==> src/rtl/sprite_rom_arbiter_if.sv <==
// Requester-side bus of the sprite ROM arbiter: request/address in,
// one-hot grant and tagged palette-index response out.
interface sprite_rom_arbiter_if #(
  parameter int NUM_REQ = 4,
  parameter int ADDR_W  = 11,
  parameter int DATA_W  = 4,
  parameter int ID_W    = $clog2(NUM_REQ)
);
  logic [NUM_REQ-1:0]        req;
  logic [NUM_REQ*ADDR_W-1:0] req_addr;
  logic [NUM_REQ-1:0]        gnt;
  logic                      rsp_valid;
  logic [ID_W-1:0]           rsp_id;
  logic [DATA_W-1:0]         rsp_data;

  modport master (output req, req_addr, input gnt, rsp_valid, rsp_id, rsp_data);
  modport slave  (input req, req_addr, output gnt, rsp_valid, rsp_id, rsp_data);
endinterface

==> src/rtl/sprite_rom_arbiter.sv <==
// sprite_rom_arbiter: shares one synchronous-read sprite ROM among NUM_REQ
// sprite drawing units. One grant per cycle, address registered into the ROM,
// {valid,id} tag pipeline returns the palette index to its owner in grant order.
// Optional feature: define SPRITE_ARB_RR_EN for round-robin arbitration;
// otherwise fixed priority with requester 0 (player jet) highest.
module sprite_rom_arbiter #(
  parameter int NUM_REQ = 4,
  parameter int ADDR_W  = 11,
  parameter int DATA_W  = 4,
  parameter int ROM_LAT = 1
) (
  input  logic                  vga_clk,
  input  logic                  reset_n,
  sprite_rom_arbiter_if.slave   bus,
  output logic [ADDR_W-1:0]     rom_address,
  input  logic [DATA_W-1:0]     rom_q,
  output logic [15:0]           conflict_cnt,
  input  logic                  cnt_clear
);
  localparam int ID_W = $clog2(NUM_REQ);

  logic [NUM_REQ-1:0]         gnt;
  logic [ID_W-1:0]            gnt_id;
  logic                       gnt_any;
  logic [ID_W-1:0]            start_id;
  int                         idx;
  logic [ADDR_W-1:0]          gnt_addr;
  logic                       conflict;

  logic [ROM_LAT:0]           vld_pipe;
  logic [ROM_LAT:0][ID_W-1:0] id_pipe;
  logic                       rsp_valid;
  logic [ID_W-1:0]            rsp_id;
  logic [DATA_W-1:0]          rsp_data;

`ifdef SPRITE_ARB_RR_EN
  logic [ID_W-1:0] rr_ptr;
  assign start_id = rr_ptr;
`else
  assign start_id = '0;
`endif

  // Search upward from start_id with wrap; first active request wins.
  always_comb begin
    gnt     = '0;
    gnt_id  = '0;
    gnt_any = 1'b0;
    idx     = 0;
    for (int k = 0; k < NUM_REQ; k++) begin
      idx = int'(start_id) + k;
      if (idx >= NUM_REQ) idx = idx - NUM_REQ;
      if (!gnt_any && bus.req[idx]) begin
        gnt[idx] = 1'b1;
        gnt_id   = ID_W'(idx);
        gnt_any  = 1'b1;
      end
    end
  end

  assign gnt_addr  = bus.req_addr[int'(gnt_id)*ADDR_W +: ADDR_W];
  // Two or more bits set iff clearing the lowest set bit leaves something.
  assign conflict  = |(bus.req & (bus.req - 1'b1));

  assign bus.gnt       = gnt;
  assign bus.rsp_valid = rsp_valid;
  assign bus.rsp_id    = rsp_id;
  assign bus.rsp_data  = rsp_data;

`ifdef SPRITE_ARB_RR_EN
  // Pointer moves one past the winner; idle cycles leave it alone.
  always_ff @(posedge vga_clk or negedge reset_n) begin
    if (!reset_n)
      rr_ptr <= '0;
    else if (gnt_any)
      rr_ptr <= (int'(gnt_id) == NUM_REQ-1) ? '0 : gnt_id + 1'b1;
  end
`endif

  // Launch the granted address and push its tag into the pipeline.
  always_ff @(posedge vga_clk or negedge reset_n) begin
    if (!reset_n) begin
      rom_address <= '0;
      vld_pipe    <= '0;
      id_pipe     <= '0;
    end else begin
      if (gnt_any) rom_address <= gnt_addr;
      vld_pipe <= {vld_pipe[ROM_LAT-1:0], gnt_any};
      id_pipe  <= {id_pipe[ROM_LAT-1:0], gnt_id};
    end
  end

  // Pipeline tail lines up with rom_q; data and id hold between responses.
  always_ff @(posedge vga_clk or negedge reset_n) begin
    if (!reset_n) begin
      rsp_valid <= 1'b0;
      rsp_id    <= '0;
      rsp_data  <= '0;
    end else begin
      rsp_valid <= vld_pipe[ROM_LAT];
      if (vld_pipe[ROM_LAT]) begin
        rsp_id   <= id_pipe[ROM_LAT];
        rsp_data <= rom_q;
      end
    end
  end

  // Saturating contention counter; clear beats increment.
  always_ff @(posedge vga_clk or negedge reset_n) begin
    if (!reset_n)
      conflict_cnt <= '0;
    else if (cnt_clear)
      conflict_cnt <= '0;
    else if (conflict && conflict_cnt != 16'hFFFF)
      conflict_cnt <= conflict_cnt + 16'd1;
  end
endmodule

==> src/flat_wrapper.sv <==
// flat-port wrapper written by rule: the top's interface ports become plain ports
module sprite_rom_arbiter_flat 
#(
  parameter int NUM_REQ = 4,
  parameter int ADDR_W  = 11,
  parameter int DATA_W  = 4,
  parameter int ROM_LAT = 1
)
  (vga_clk, reset_n, rom_address, rom_q, conflict_cnt, cnt_clear, bus_req, bus_req_addr, bus_gnt, bus_rsp_valid, bus_rsp_id, bus_rsp_data);
  sprite_rom_arbiter_if #(.NUM_REQ(NUM_REQ), .ADDR_W(ADDR_W), .DATA_W(DATA_W)) bus_i ();
  input  logic vga_clk;
  input  logic reset_n;
  output logic [ADDR_W-1:0] rom_address;
  input  logic [DATA_W-1:0] rom_q;
  output logic [15:0] conflict_cnt;
  input  logic cnt_clear;
  input wire logic [$bits(bus_i.req)-1:0] bus_req;
  input wire logic [$bits(bus_i.req_addr)-1:0] bus_req_addr;
  output wire logic [$bits(bus_i.gnt)-1:0] bus_gnt;
  output wire logic [$bits(bus_i.rsp_valid)-1:0] bus_rsp_valid;
  output wire logic [$bits(bus_i.rsp_id)-1:0] bus_rsp_id;
  output wire logic [$bits(bus_i.rsp_data)-1:0] bus_rsp_data;
  assign bus_i.req = bus_req;
  assign bus_i.req_addr = bus_req_addr;
  assign bus_gnt = bus_i.gnt;
  assign bus_rsp_valid = bus_i.rsp_valid;
  assign bus_rsp_id = bus_i.rsp_id;
  assign bus_rsp_data = bus_i.rsp_data;
  sprite_rom_arbiter #(.NUM_REQ(NUM_REQ), .ADDR_W(ADDR_W), .DATA_W(DATA_W), .ROM_LAT(ROM_LAT)) u_core (.vga_clk(vga_clk), .reset_n(reset_n), .bus(bus_i), .rom_address(rom_address), .rom_q(rom_q), .conflict_cnt(conflict_cnt), .cnt_clear(cnt_clear));
endmodule
==> config.mk <==
export PLATFORM = sky130hd
export DESIGN_NAME = sprite_rom_arbiter_flat
export DESIGN_NICKNAME = d
export VERILOG_FILES = /design/src/rtl/sprite_rom_arbiter_if.sv /design/src/rtl/sprite_rom_arbiter.sv /design/src/flat_wrapper.sv
export SDC_FILE = /design/constraint.sdc
export NUM_CORES = 1
export LEC_CHECK = 0
export ABC_AREA = 1
export CAP_MARGIN = 20
export CORE_AREA = 4 4 110 86
export CTS_BUF_LIST = sky130_fd_sc_hd__clkbuf_8
export DETAILED_ROUTE_END_ITERATION = 8
export DIE_AREA = 0 0 114 90
export GPL_ROUTABILITY_DRIVEN = 0
export PLACE_DENSITY_LB_ADDON = 0.08
export SETUP_SLACK_MARGIN = 0.5
export SKIP_LAST_GASP = 1
export SLEW_MARGIN = 15
export SYNTH_ARGS = -nofsm -noshare
export SYNTH_HDL_FRONTEND = slang
export SYNTH_SLANG_ARGS = --single-unit
==> constraint.sdc <==
create_clock -name vga_clk -period 5.25 [get_ports vga_clk]
set_clock_uncertainty 0.1 [all_clocks]
set_input_delay 1.575 -clock vga_clk [delete_from_list [all_inputs] [get_ports vga_clk]]
set_output_delay 1.575 -clock vga_clk [all_outputs]
set_load 0.02 [all_outputs]
== Word level (Yosys, flattened, before mapping) ==
Cells that the tools add are included.
Word-level totals
  bits of input ports: 55
  register bits after elaboration: 40
  logic and storage cells: 36
Cells by class
  add/sub/neg operators: 2
  bitwise operators: 1
  mux-type cells: 13
  multipliers: 1
  shift-type cells: 1
  reductions and logical operators: 9
  equality and inequality tests: 1
Operators by type and width (number)
  44-bit by 7-bit indexed part select with 11-bit output: 1
  16-bit 2-to-1 mux: 2
  16-bit by 1-bit adder with 16-bit output (second input constant): 1
  16-bit != test (second input constant): 1
  2-bit by 4-bit multiplier with 6-bit output (second input constant): 1
  1-bit 2-to-1 mux: 6
  2-bit 2-to-1 mux: 3
  4-bit AND: 1
  1-bit logical AND: 4
  4-bit 2-to-1 mux: 1
  4-bit OR reduction: 1
  4-bit by 1-bit subtractor with 4-bit output (second input constant): 1
  1-bit logical NOT: 3
  3-bit 2-to-1 mux: 1
  2-bit nonzero test: 1

== Longest topological paths before layout ==
Gate-level depths: netlist of run 1.
  word-level depth: 12
  depth in mapped cells: 10
  depth with buffers taken out: 9

== Worst setup path after synthesis of run 1 ==
No wires, ideal clock.
  path kind: input to output
  start point: in bus_req[1]
  end point: out bus_gnt[3]
  setup slack: 1.271 ns
  stages on the path: 4
  arrival: 2.304 ns
  path through: nor2_2 > nand3_1 > clkbuf_1 > inv_1
Between the ends
  word-level cells in the longest chain between the ends: 8
RTL lines
  start: declaration: RTL line flat_wrapper.sv:17  | input wire logic [$bits(bus_i.req)-1:0] bus_req;
  1-bit logical AND *: RTL line sprite_rom_arbiter.sv:52  | if (!gnt_any && bus.req[idx]) begin
  1-bit 2-to-1 mux *: RTL line sprite_rom_arbiter.sv:52
  1-bit logical NOT: RTL line sprite_rom_arbiter.sv:52
  1-bit logical AND: RTL line sprite_rom_arbiter.sv:52
  1-bit 2-to-1 mux *: RTL line sprite_rom_arbiter.sv:52
  1-bit logical NOT *: RTL line sprite_rom_arbiter.sv:52
  1-bit logical AND *: RTL line sprite_rom_arbiter.sv:52
  4-bit 2-to-1 mux *: RTL line sprite_rom_arbiter.sv:52
  end: declaration: RTL line flat_wrapper.sv:19  | output wire logic [$bits(bus_i.gnt)-1:0] bus_gnt;
Every way passes the cells marked *; elsewhere a longest branch is shown, timed or not.

== Final worst setup path of run 1 ==
  start point: in bus_req[2]
  end point: out bus_gnt[2]
Between the ends
  word-level cells in the longest chain between the ends: 3
RTL lines (RTL line)
  1-bit logical AND: sprite_rom_arbiter.sv:52
  3-bit 2-to-1 mux: sprite_rom_arbiter.sv:52
  4-bit 2-to-1 mux: sprite_rom_arbiter.sv:52
Every way passes these cells.

==> results of run 1 <==
-- worst paths after layout --
path	start	slack, ns	end
worst max-delay path	bus_req[2]	0.65	bus_gnt[2]
worst min-delay path	u_core.id_pipe[1]$_DFF_PN0_	0.26	u_core.id_pipe[3]$_DFF_PN0_
worst max register to register	u_core.conflict_cnt[0]$_DFFE_PN0P_	3.25	u_core.conflict_cnt[11]$_DFFE_PN0P_
worst min register to register	u_core.id_pipe[1]$_DFF_PN0_	0.26	u_core.id_pipe[3]$_DFF_PN0_
max in group asynchronous	reset_n	3.17	u_core.rom_address[0]$_DFFE_PN0P_
min in group asynchronous	reset_n	1.31	u_core.rom_address[7]$_DFFE_PN0P_
-- layout by cell type, fill, tap and decap left out, drive strengths merged --
cell type / count
nand4: 13
dlygate4sd2: 1
buf: 4
nor2: 21
dfrtp: 40
nor3: 1
clkdlybuf4s50: 89
clkinvlp: 1
or2: 1
mux2: 6
clkbuf: 5
nand3b: 24
nand3: 36
dlymetal6s2s: 1
inv: 39
nand2: 125
a21oi: 1
bufinv: 1
o21bai: 3
ha: 1
o21ai: 3
xor2: 7
-- final cells by class --
cell class,instances,area [sq um]
clock buffer,5,68.82
clock inverter,3,46.29
fill,849,4781
inverter,38,142.6
multi-input combinational,242,1231
sequential,40,1001
tap,108,135.1
timing repair buffer,95,939.7
-- sequential cells by signal, indices dropped and copies added, names as in the netlist --
register              flops
u_core.vld_pipe           2
u_core.bus.rsp_data       4
u_core.bus.rsp_valid      1
u_core.id_pipe            4
u_core.bus.rsp_id         2
u_core.conflict_cnt      16
u_core.rom_address       11
-- metrics by stage --
step | util | cells | total power [W] | hold WS (ns) | instance area, sq um
2_1_floorplan | - | 336 | 0.0004287 | 0.2312 | 2457
3_3_place_gp | 0.4132 | 523 | 0.0005259 | 0.2348 | 3448
3_5_place_dp | 0.4132 | 523 | 0.0005274 | 0.2404 | 3448
4_1_cts | 0.4268 | 531 | 0.0007951 | 0.2617 | 3562
5_1_grt | 0.4271 | 531 | 0.0008251 | 0.2715 | 3565
6_report | 0.4271 | 531 | 0.0007824 | 0.2577 | 3565
-- worst reg2reg max path, stage by stage (launching register included) --
cell                      delay [ns]
sky130_fd_sc_hd__dfrtp_1        0.46
sky130_fd_sc_hd__ha_1           0.30
sky130_fd_sc_hd__nand3_2        0.16
sky130_fd_sc_hd__inv_2          0.06
sky130_fd_sc_hd__nand2_2        0.09
sky130_fd_sc_hd__nor2_4         0.05
sky130_fd_sc_hd__nor2_4         0.41
sky130_fd_sc_hd__nor2_8         0.13
sky130_fd_sc_hd__nand2_1        0.09
sky130_fd_sc_hd__nand2_1        0.05
-- power by group --
group	switching, W	internal (W)	total, W
registers	0.0000125	0.000326	0.000339
clock network	0.000121	0.000143	0.000265
logic	0.0000880	0.0000908	0.000179
total	0.000222	0.000561	0.000782
-- synth_stat cells --
cell type,number
sky130_fd_sc_hd__nor2_2,2
sky130_fd_sc_hd__nand2_1,123
sky130_fd_sc_hd__inv_2,1
sky130_fd_sc_hd__nor3_1,1
sky130_fd_sc_hd__nand3_2,1
sky130_fd_sc_hd__buf_1,1
sky130_fd_sc_hd__buf_6,1
sky130_fd_sc_hd__nor2_8,1
sky130_fd_sc_hd__xor2_1,7
sky130_fd_sc_hd__o21ai_1,2
sky130_fd_sc_hd__buf_2,3
sky130_fd_sc_hd__nand4_1,13
sky130_fd_sc_hd__mux2_2,6
sky130_fd_sc_hd__a21oi_1,1
sky130_fd_sc_hd__dfrtp_1,40
sky130_fd_sc_hd__o21bai_1,3
sky130_fd_sc_hd__ha_1,1
sky130_fd_sc_hd__clkbuf_1,8
sky130_fd_sc_hd__inv_1,37
sky130_fd_sc_hd__nor2_4,2
sky130_fd_sc_hd__nand3b_1,24
sky130_fd_sc_hd__nand3_1,35
sky130_fd_sc_hd__nor2_1,16
sky130_fd_sc_hd__or2_1,1
sky130_fd_sc_hd__nand2_2,2
sky130_fd_sc_hd__o21ai_0,1
sky130_fd_sc_hd__buf_4,3
-- cells by family after synthesis --
family,Yosys count,share of synthesized area
AND/OR/NAND/NOR,221,0.4262
buffers and inverters,54,0.09164
flip-flops,40,0.4073
AO/OA/AOI/OAI,7,0.01731
XOR/XNOR,7,0.02495
multiplexers,6,0.02749
adder cells (fa/ha/maj),1,0.005091
-- layer usage --
layer | up-vias | wire length, um | global-route usage
met3 | 4 | 302 | 0.03087
met2 | 46 | 3093 | 0.2057
li1 | 1237 | - | -
met4 | 0 | 36 | 0.02473
met5 | - | 0 | 0
met1 | 1135 | 3572 | 0.2056
-- what timing repair did --
action / CTS / global route
hold buffers: 0 / 0
gates cloned: 0 / 0
endpoints found under the setup margin: 1 / 1
gates resized for setup: 1 / 1
==> impl_metrics.json, run 1 <==
{
  "outcome": "finished, final reports clean",
  "nets": 478,
  "root_buffer": "sky130_fd_sc_hd__clkbuf_8",
  "cellPowerDensity_nw_per_um2": 219.5,
  "seq_area_frac_synth": 0.4073,
  "synth_cell_type_count": 27,
  "htree_num_levels": 2,
  "post_syn_instances": 336,
  "hpwlAfterDp_um": 5311,
  "rsz0062_at_grt": "no",
  "report.final.slew_viol_count": 0,
  "ant_nets": 0,
  "post_syn_nets": 392,
  "cpPeakStageDelay_ns": 0.63,
  "placementRows": 29,
  "worst_path_dominant_cell_family": "buffers and inverters",
  "cts_made_buffers": 5,
  "critical_path_peak_fanout": 5,
  "pin_count_of_the_biggest_net_entering_global_routing": 41,
  "crit_chain": "clkdlybuf4s50_1, inv_1, nor3_1, clkdlybuf4s50_1",
  "worst_r2r_path_depth": 9,
  "antenna-diode-count": 0,
  "endpoint_arrival_time_on_the_critical_path_ns": 2.92,
  "globalRoute.totalOverflow": 0,
  "final_period_minus_worst_setup_slack_ns": 4.598,
  "floorplan.core_area_sq_um": 8346,
  "detail_route.wl_per_cell_um": 13.19,
  "worst_setup_path_start_kind": "input port",
  "cp_slowest_cell": "sky130_fd_sc_hd__clkdlybuf4s50_1",
  "grt_pass1_wl_um": 11720,
  "critical_path.most_common_cell": "sky130_fd_sc_hd__clkdlybuf4s50_1",
  "post-route-worst-setup-slack_ns": 0.6521,
  "grt_antenna_before_repair": 0,
  "timing_hold_violations_final": 0,
  "synth_area_leaders": "sky130_fd_sc_hd__dfrtp_1, sky130_fd_sc_hd__nand2_1, sky130_fd_sc_hd__nand3b_1",
  "cts.sinks": 40,
  "routed_via_density": 4.561,
  "numPortBuffers": 92,
  "post-route-drc-count": 0,
  "cts_tree": "done",
  "hold_path.class": "register to register",
  "netlist.top_cell.by_area": "sky130_fd_sc_hd__dfrtp_1",
  "die_height_um": 90,
  "synth_top_cell_area_share": 0.4073,
  "p_leak_nw": 1.706,
  "drt_first_pass_iters": 4,
  "max-slew-margin-rel": 0.3894,
  "cp_num_buf_inv": 3,
  "path_clk_slew_ns": 0.09,
  "tightest_slew_ns": 0.9159,
  "worstPathRequired_ns": 3.58,
  "hold_path_depth": 0,
  "post_route_cells_drive_above_1_share": 0.06383,
  "grt_pass1_vias": 2362,
  "ys.warnings.count": 0,
  "finalSetupViolCount": 0,
  "timing_worst_setup_path_type": "input port to output pin",
  "initial_utilization": 0.2945,
  "postCtsSetupRepairBufs": 0,
  "cp.depth": 4,
  "drv_cap": 0,
  "num_io_pins": 93,
  "finalCritPeriodShare": 0.8758,
  "groute.usage.overall": 0.1382,
  "netlist_area_before_placement_sq_um": 2457,
  "drt_iter0_markers": 74,
  "synthesis.area_per_instance_sq_um": 7.314,
  "achievable_clock_frequency_ghz": 0.2175,
  "chipWidth_um": 114,
  "fin_setup_tns_ns": 0,
  "pre_cts_ws_ns": 0.4627,
  "area.growth.synth_to_final_pct": 45.06,
  "yosys_register_bits": 40,
  "die_area_sq_um": 10260,
  "ir_drop_uv": 131.0,
  "cp-end-kind": "output pin",
  "routed_wirelength_um": 7005,
  "clk_path_buf_depth": 2,
  "routed-via-count": 2422,
  "clk-insertion-delay-late_ns": 0.29
}
(Power assumes the default switching activity.)
==> inputs of run 2 (changes only) <==
Settings changed: CTS_BUF_LIST sky130_fd_sc_hd__clkbuf_8 to unset.
Clock period 5.25 ns to 5.45 ns, I/O delays scaled along.
==> impl_metrics.json, run 2 (synthesized netlist as in run 1, its figures left out) <==
{
  "layout.cells.most_common": "sky130_fd_sc_hd__nand2_1",
  "dpl-instance-area_sq_um": 3448,
  "drv_cap": 0,
  "htree_num_levels": 2,
  "finalCritPeriodShare": 0.8905,
  "finalSetupViolCount": 0,
  "numPortBuffers": 92,
  "timing_worst_setup_path_type": "input port to output pin",
  "clk_path_buf_depth": 2,
  "critical_path_peak_fanout": 4,
  "non_filler_instance_count_after_layout": 531,
  "cts_made_buffers": 5,
  "cts_tree": "done",
  "tightest_slew_ns": 0.9170,
  "fin_setup_tns_ns": 0,
  "ant_nets": 0,
  "fin_total_pwr_w": 0.0008388,
  "placementRows": 29,
  "chipWidth_um": 114,
  "power_report.internal_total_w": 0.0006200,
  "rsz0062_at_grt": "no",
  "post-place-cells": 523,
  "ir_drop_uv": 153.7,
  "num_io_pins": 93,
  "routed-via-count": 2450,
  "initial_utilization": 0.2945,
  "netSwitchingPower_w": 0.0002187,
  "final_period_minus_worst_setup_slack_ns": 4.853,
  "globalRoute.totalOverflow": 0,
  "postCtsSetupRepairBufs": 0,
  "cp_slowest_cell": "sky130_fd_sc_hd__clkdlybuf4s50_1",
  "hold_path.class": "register to register",
  "p_sw_frac": 0.2608,
  "hold_path_startpoint": "u_core.vld_pipe[0]$_DFF_PN0_",
  "timing_hold_violations_final": 0,
  "die_area_sq_um": 10260,
  "cp-end-kind": "output pin",
  "endpoint_arrival_time_on_the_critical_path_ns": 3.12,
  "worst_hold_path.endpoint": "u_core.vld_pipe[1]$_DFF_PN0_",
  "pin_count_of_the_biggest_net_entering_global_routing": 41,
  "worst_r2r_path_depth": 9,
  "worstPathRequired_ns": 3.72,
  "achievable_clock_frequency_ghz": 0.2060,
  "groute.usage.overall": 0.1396,
  "power_frac_clock": 0.405,
  "post-route-drc-count": 0,
  "die_height_um": 90,
  "floorplan.core_area_sq_um": 8346,
  "grt_pass1_wl_um": 11810,
  "r2r-end": "u_core.conflict_cnt[9]$_DFFE_PN0P_",
  "report.final.slew_viol_count": 0,
  "routed_via_density": 4.614,
  "nets": 478,
  "pwr-share-comb": 0.206,
  "leading_registers_by_flop_count": "u_core.conflict_cnt: 16 flops, u_core.rom_address: 11 flops",
  "worst_setup_path_start_kind": "input port",
  "layout.area.seq_sq_um": 1001,
  "grt_antenna_before_repair": 0,
  "largest_register_ffs": 16,
  "path_clk_slew_ns": 0.06,
  "finish.instance_area_sq_um": 3623,
  "antenna-diode-count": 0,
  "drt_first_pass_iters": 6,
  "max-slew-margin-rel": 0.3887,
  "multiInputGateArea_sq_um": 1231,
  "hold_path_depth": 0,
  "drt_iter0_markers": 77,
  "grt_pass1_vias": 2384,
  "hpwlAfterDp_um": 5307,
  "p_leak_nw": 1.734,
  "cpPeakStageDelay_ns": 0.61,
  "cts.sinks": 40,
  "r2r_slack_ns": 3.45,
  "seq_power_share": 0.390,
  "largest-register": "u_core.conflict_cnt",
  "crit_chain": "clkdlybuf4s50_1, inv_1, or2_1, inv_1, clkdlybuf4s50_1",
  "area.growth.synth_to_final_pct": 47.45,
  "detail_route.wl_per_cell_um": 13.30,
  "post_route_cells_drive_above_1_share": 0.06383,
  "cellPowerDensity_nw_per_um2": 231.5,
  "routed_wirelength_um": 7061,
  "worst_r2r_startpoint": "u_core.conflict_cnt[0]$_DFFE_PN0P_",
  "n_fill_cell": 864,
  "clk-insertion-delay-late_ns": 0.28,
  "final_cell_mix": "sky130_fd_sc_hd__nand2_1, sky130_fd_sc_hd__clkdlybuf4s50_1, sky130_fd_sc_hd__dfrtp_1, sky130_fd_sc_hd__inv_1, sky130_fd_sc_hd__nand3_1",
  "root_buffer": "sky130_fd_sc_hd__clkbuf_16",
  "outcome": "finished, final reports clean"
}
## run 2: changes by cell type in the layout (fill, tap and decap cells not counted), sizes merged
cell / delta
inv: -1
dlygate4sd2: -1
clkinv: +2
clkinvlp: -1
clkdlybuf4s50: +1
## run 2: power by group through the flow
stage | registers, W | logic, W | clock network, W
after floorplan | 0.000350 | 0.0000625 | 0
after global placement | 0.000332 | 0.000174 | 0
after detailed placement | 0.000332 | 0.000175 | 0
after CTS | 0.000327 | 0.000176 | 0.000352
after global routing | 0.000329 | 0.000190 | 0.000363
final | 0.000327 | 0.000172 | 0.000340
## run 2: through the flow
step,setup slack (ns),hold WS [ns],util
detailed placement,0.5426,0.2426,0.4132
global route,0.5339,0.2657,0.4342
global placement,0.5734,0.2340,0.4132
floorplan,1.351,0.2312,-
finish,0.5965,0.2519,0.4342
CTS,0.5411,0.2575,0.4339
## run 2: final cells by class
| type | instances | area share |
|---|---|---|
| sequential | 40 | 0.2762 |
| clock inverter | 3 | 0.01312 |
| multi-input combinational | 242 | 0.3398 |
| timing repair buffer | 95 | 0.2597 |
| tap | 108 | 0.03729 |
| clock buffer | 5 | 0.03453 |
| inverter | 38 | 0.03936 |
## run 2: per-layer routing
| layer | global-route usage | part of all wire | vias up |
|---|---|---|---|
| met5 | 0 | 0 | - |
| met4 | 0.03264 | 0.0075 | 0 |
| met3 | 0.03020 | 0.051 | 5 |
| met2 | 0.2071 | 0.43 | 54 |
| met1 | 0.2056 | 0.51 | 1153 |
| li1 | - | - | 1238 |
## run 2: worst max-delay path by stage
| stage | cells past startpoint | start | endpoint |
|---|---|---|---|
| 2_1_floorplan | 4 | bus_req[1] | bus_gnt[3] |
| 5_1_grt | 5 | bus_req[1] | bus_gnt[1] |
| 4_1_cts | 5 | bus_req[1] | bus_gnt[3] |
| 6_report | 5 | bus_req[1] | bus_gnt[1] |
| 3_3_place_gp | 5 | bus_req[0] | bus_gnt[3] |
| 3_5_place_dp | 5 | bus_req[1] | bus_gnt[3] |
## run 2: worst max-delay path, delay by kind of cell
| kind | cells | cell delay [ns] |
|---|---|---|
| buffers and inverters | 4 | 1.27 |
| AND/OR/NAND/NOR | 1 | 0.22 |
## run 2: repair_timing
item / in CTS / in global routing
hold buffers: 0 / 0
gates resized for setup: 0 / 1
setup endpoints to repair: 0 / 1
==> patch: new RTL, config.mk and constraints of run 1 <==
Add a define of `SPRITE_ARB_RR_EN`.
--- a/src/rtl/sprite_rom_arbiter.sv
+++ b/src/rtl/sprite_rom_arbiter.sv
@@ -3,6 +3,8 @@
 // {valid,id} tag pipeline returns the palette index to its owner in grant order.
 // Optional feature: define SPRITE_ARB_RR_EN for round-robin arbitration;
 // otherwise fixed priority with requester 0 (player jet) highest.
+`define SPRITE_ARB_RR_EN
+
 module sprite_rom_arbiter #(
   parameter int NUM_REQ = 4,
   parameter int ADDR_W  = 11,
Check against the original RTL: not equivalent (Yosys sat finds a counterexample within 4 cycles, from zero or initial values and one cycle with reset_n low).
==> patch against run 1 <==
Sequential cell count grew 2. Sequential share of layout area shrank 1.9 points. Count of clock-buffer cells in the layout is the same. Final area grew 13%. Global-route usage grew 0.96 points. Synthesized area grew 18%. Worst setup slack gained 0.021 ns. Routed wire length grew 10%.
Power is not compared: it rests on default switching activity, and its combinational part moved more than twofold at a synthesized area within 25%.
==> patch: results (changes against run 1) <==
INFO  global_routing groute.layer.met1.usage=20.28% [was 20.56%]
INFO  placement      numPlacedInstances=594 [was 523]
INFO  worst_setup_path max_stage_delay=0.28ns [was 0.63 ns]
INFO  detailed_routing total_number_of_vias=2,877 [was 2,422]
INFO  detailed_routing routed_wirelength=7705µm [was 7005 µm]
INFO  global_routing track_usage=14.77% [was 13.82%]
INFO  worst_setup_path reg2reg_slack=1.75ns [was 3.25 ns]
INFO  yosys          mapped_cells=403 [was 336]
INFO  yosys          syn_nets=468 [was 392]
INFO  yosys          ys_types=32 [was 27]
INFO  worst_setup_path reg2reg_depth=13 [was 9]
INFO  global_routing largest_net_degree_at_the_start_of_global_routing=43 [was 41]
INFO  yosys          ys_top_cells_by_area=sky130_fd_sc_hd__dfrtp_1 36%, sky130_fd_sc_hd__nand2_1 15%, sky130_fd_sc_hd__inv_1 8.7%, sky130_fd_sc_hd__nand3_1 6.6%, sky130_fd_sc_hd__nand4_1 5.8% [was sky130_fd_sc_hd__dfrtp_1 41%, sky130_fd_sc_hd__nand2_1 19%, sky130_fd_sc_hd__nand3b_1 7.3%, sky130_fd_sc_hd__nand3_1 7.1%, sky130_fd_sc_hd__inv_1 5.7%]
INFO  worst_setup_path worstReg2RegStart=u_core.rr_ptr[0] [was u_core.conflict_cnt[0]]
INFO  timing         finalHoldWorstSlack=0.2544ns [was 0.2577 ns]
INFO  worst_setup_path reg2reg_to=u_core.rr_ptr[1] [was u_core.conflict_cnt[11]]
INFO  outcome        outcome=finished, final reports clean [unchanged]
INFO  global_routing first_global_vias=2,761 [was 2,362]
INFO  global_routing grt_use_met3=5.235% [was 3.087%]
INFO  timing         timing.max_slew.rel_slack=39.94% [was 38.94%]
INFO  placement      total_cell_area_at_the_placement_stage=0.003884mm² [was 0.003448 mm²]
INFO  hold_path      worst_hold_startpoint=u_core.vld_pipe[0] [was u_core.id_pipe[1]]
INFO  yosys          cell_types_with_the_highest_counts_after_synthesis=114 x sky130_fd_sc_hd__nand2_1, 67 x sky130_fd_sc_hd__inv_1, 42 x sky130_fd_sc_hd__dfrtp_1, 38 x sky130_fd_sc_hd__nand3_1, 27 x sky130_fd_sc_hd__nand4_1 [was 123 x sky130_fd_sc_hd__nand2_1, 40 x sky130_fd_sc_hd__dfrtp_1, 37 x sky130_fd_sc_hd__inv_1, 35 x sky130_fd_sc_hd__nand3_1, 24 x sky130_fd_sc_hd__nand3b_1]
INFO  detailed_routing drt_first_iter_violations=134 [was 74]
INFO  layout         fraction_of_layout_cells_with_a_size_suffix_above_1=12.32% [was 6.383%]
==> patch: changes by cell type in the layout (fill, tap and decap cells not counted), sizes merged, moves of 3 or more <==
cell / run 1 / this run
nor3: 1 / 4
clkdlybuf4s50: 89 / 83
xor2: 7 / 1
ha: 1 / 10
buf: 4 / 14
nand2: 125 / 121
nand3: 36 / 44
nand3b: 24 / 0
nand4: 13 / 27
a21oi: 1 / 10
o21ai: 3 / 13
inv: 39 / 76
==> patch: power breakdown <==
part           leakage (µW)  switching, µW  internal [µW]  total [µW]
Sequential         0.000521           86.4            439         526
Clock             0.0000408            120           95.1         215
Combinational       0.00145           1030            629        1660
==> patch: kinds of logic (layout without fill, tap and decap cells) <==
kind of cell               count (synthesis)  after routing  synth area share (%)
DFF                                       42             42                 36.29
xor gates and xnor gates                   1              1                0.3024
buffers and inverters                     92            184                 14.17
and+or+nand+nor                          219            219                 35.77
AOI/OAI and AO/OA                         33             33                 6.825
muxes                                      6              6                 2.332
adders and majority gates                 10             10                 4.320
==> patch: per-layer routing <==
metal	share of wire (%)	vias to the layer above
li1	-	1465
met4	0.93	0
met1	46	1317
met3	8.3	9
met5	0	-
met2	45	86
==> patch: cell type report <==
class	count	area share (%)
Multi-Input combinational cell	269	37.07
Tap cell	108	3.361
Clock buffer	5	1.712
Sequential cell	42	26.14
Timing Repair Buffer	101	24.00
Clock inverter	3	0.5913
Inverter	75	7.127
==> patch: repair_timing <==
| action | in CTS | in global routing |
|---|---|---|
| buffers inserted | 1 | 0 |
| gates resized for setup | 28 | 12 |
| pin swaps | 3 | 4 |
| setup endpoints to repair | 4 | 4 |
| cloned | 0 | 0 |
==> patch: how the worst max path moves through the flow <==
stage / end / slack [ns]
6_report: bus_gnt[2] / 0.67
5_1_grt: bus_gnt[2] / 0.57
4_1_cts: bus_gnt[2] / 0.45
3_5_place_dp: bus_gnt[2] / -0.07
3_3_place_gp: bus_gnt[0] / -0.009
2_1_floorplan: bus_gnt[0] / 0.94
==> patch: metrics by stage <==
| stage | setup slack (ns) | power [µW] | TNS, ns |
|---|---|---|---|
| global placement | -0.008971 | 2144 | -0.01608 |
| finish | 0.6734 | 2404 | 0 |
| detailed placement | -0.07408 | 2165 | -0.1471 |
| global route | 0.5712 | 2651 | 0 |
| CTS | 0.4524 | 2388 | 0 |
| floorplan | 0.9401 | 1710 | 0 |
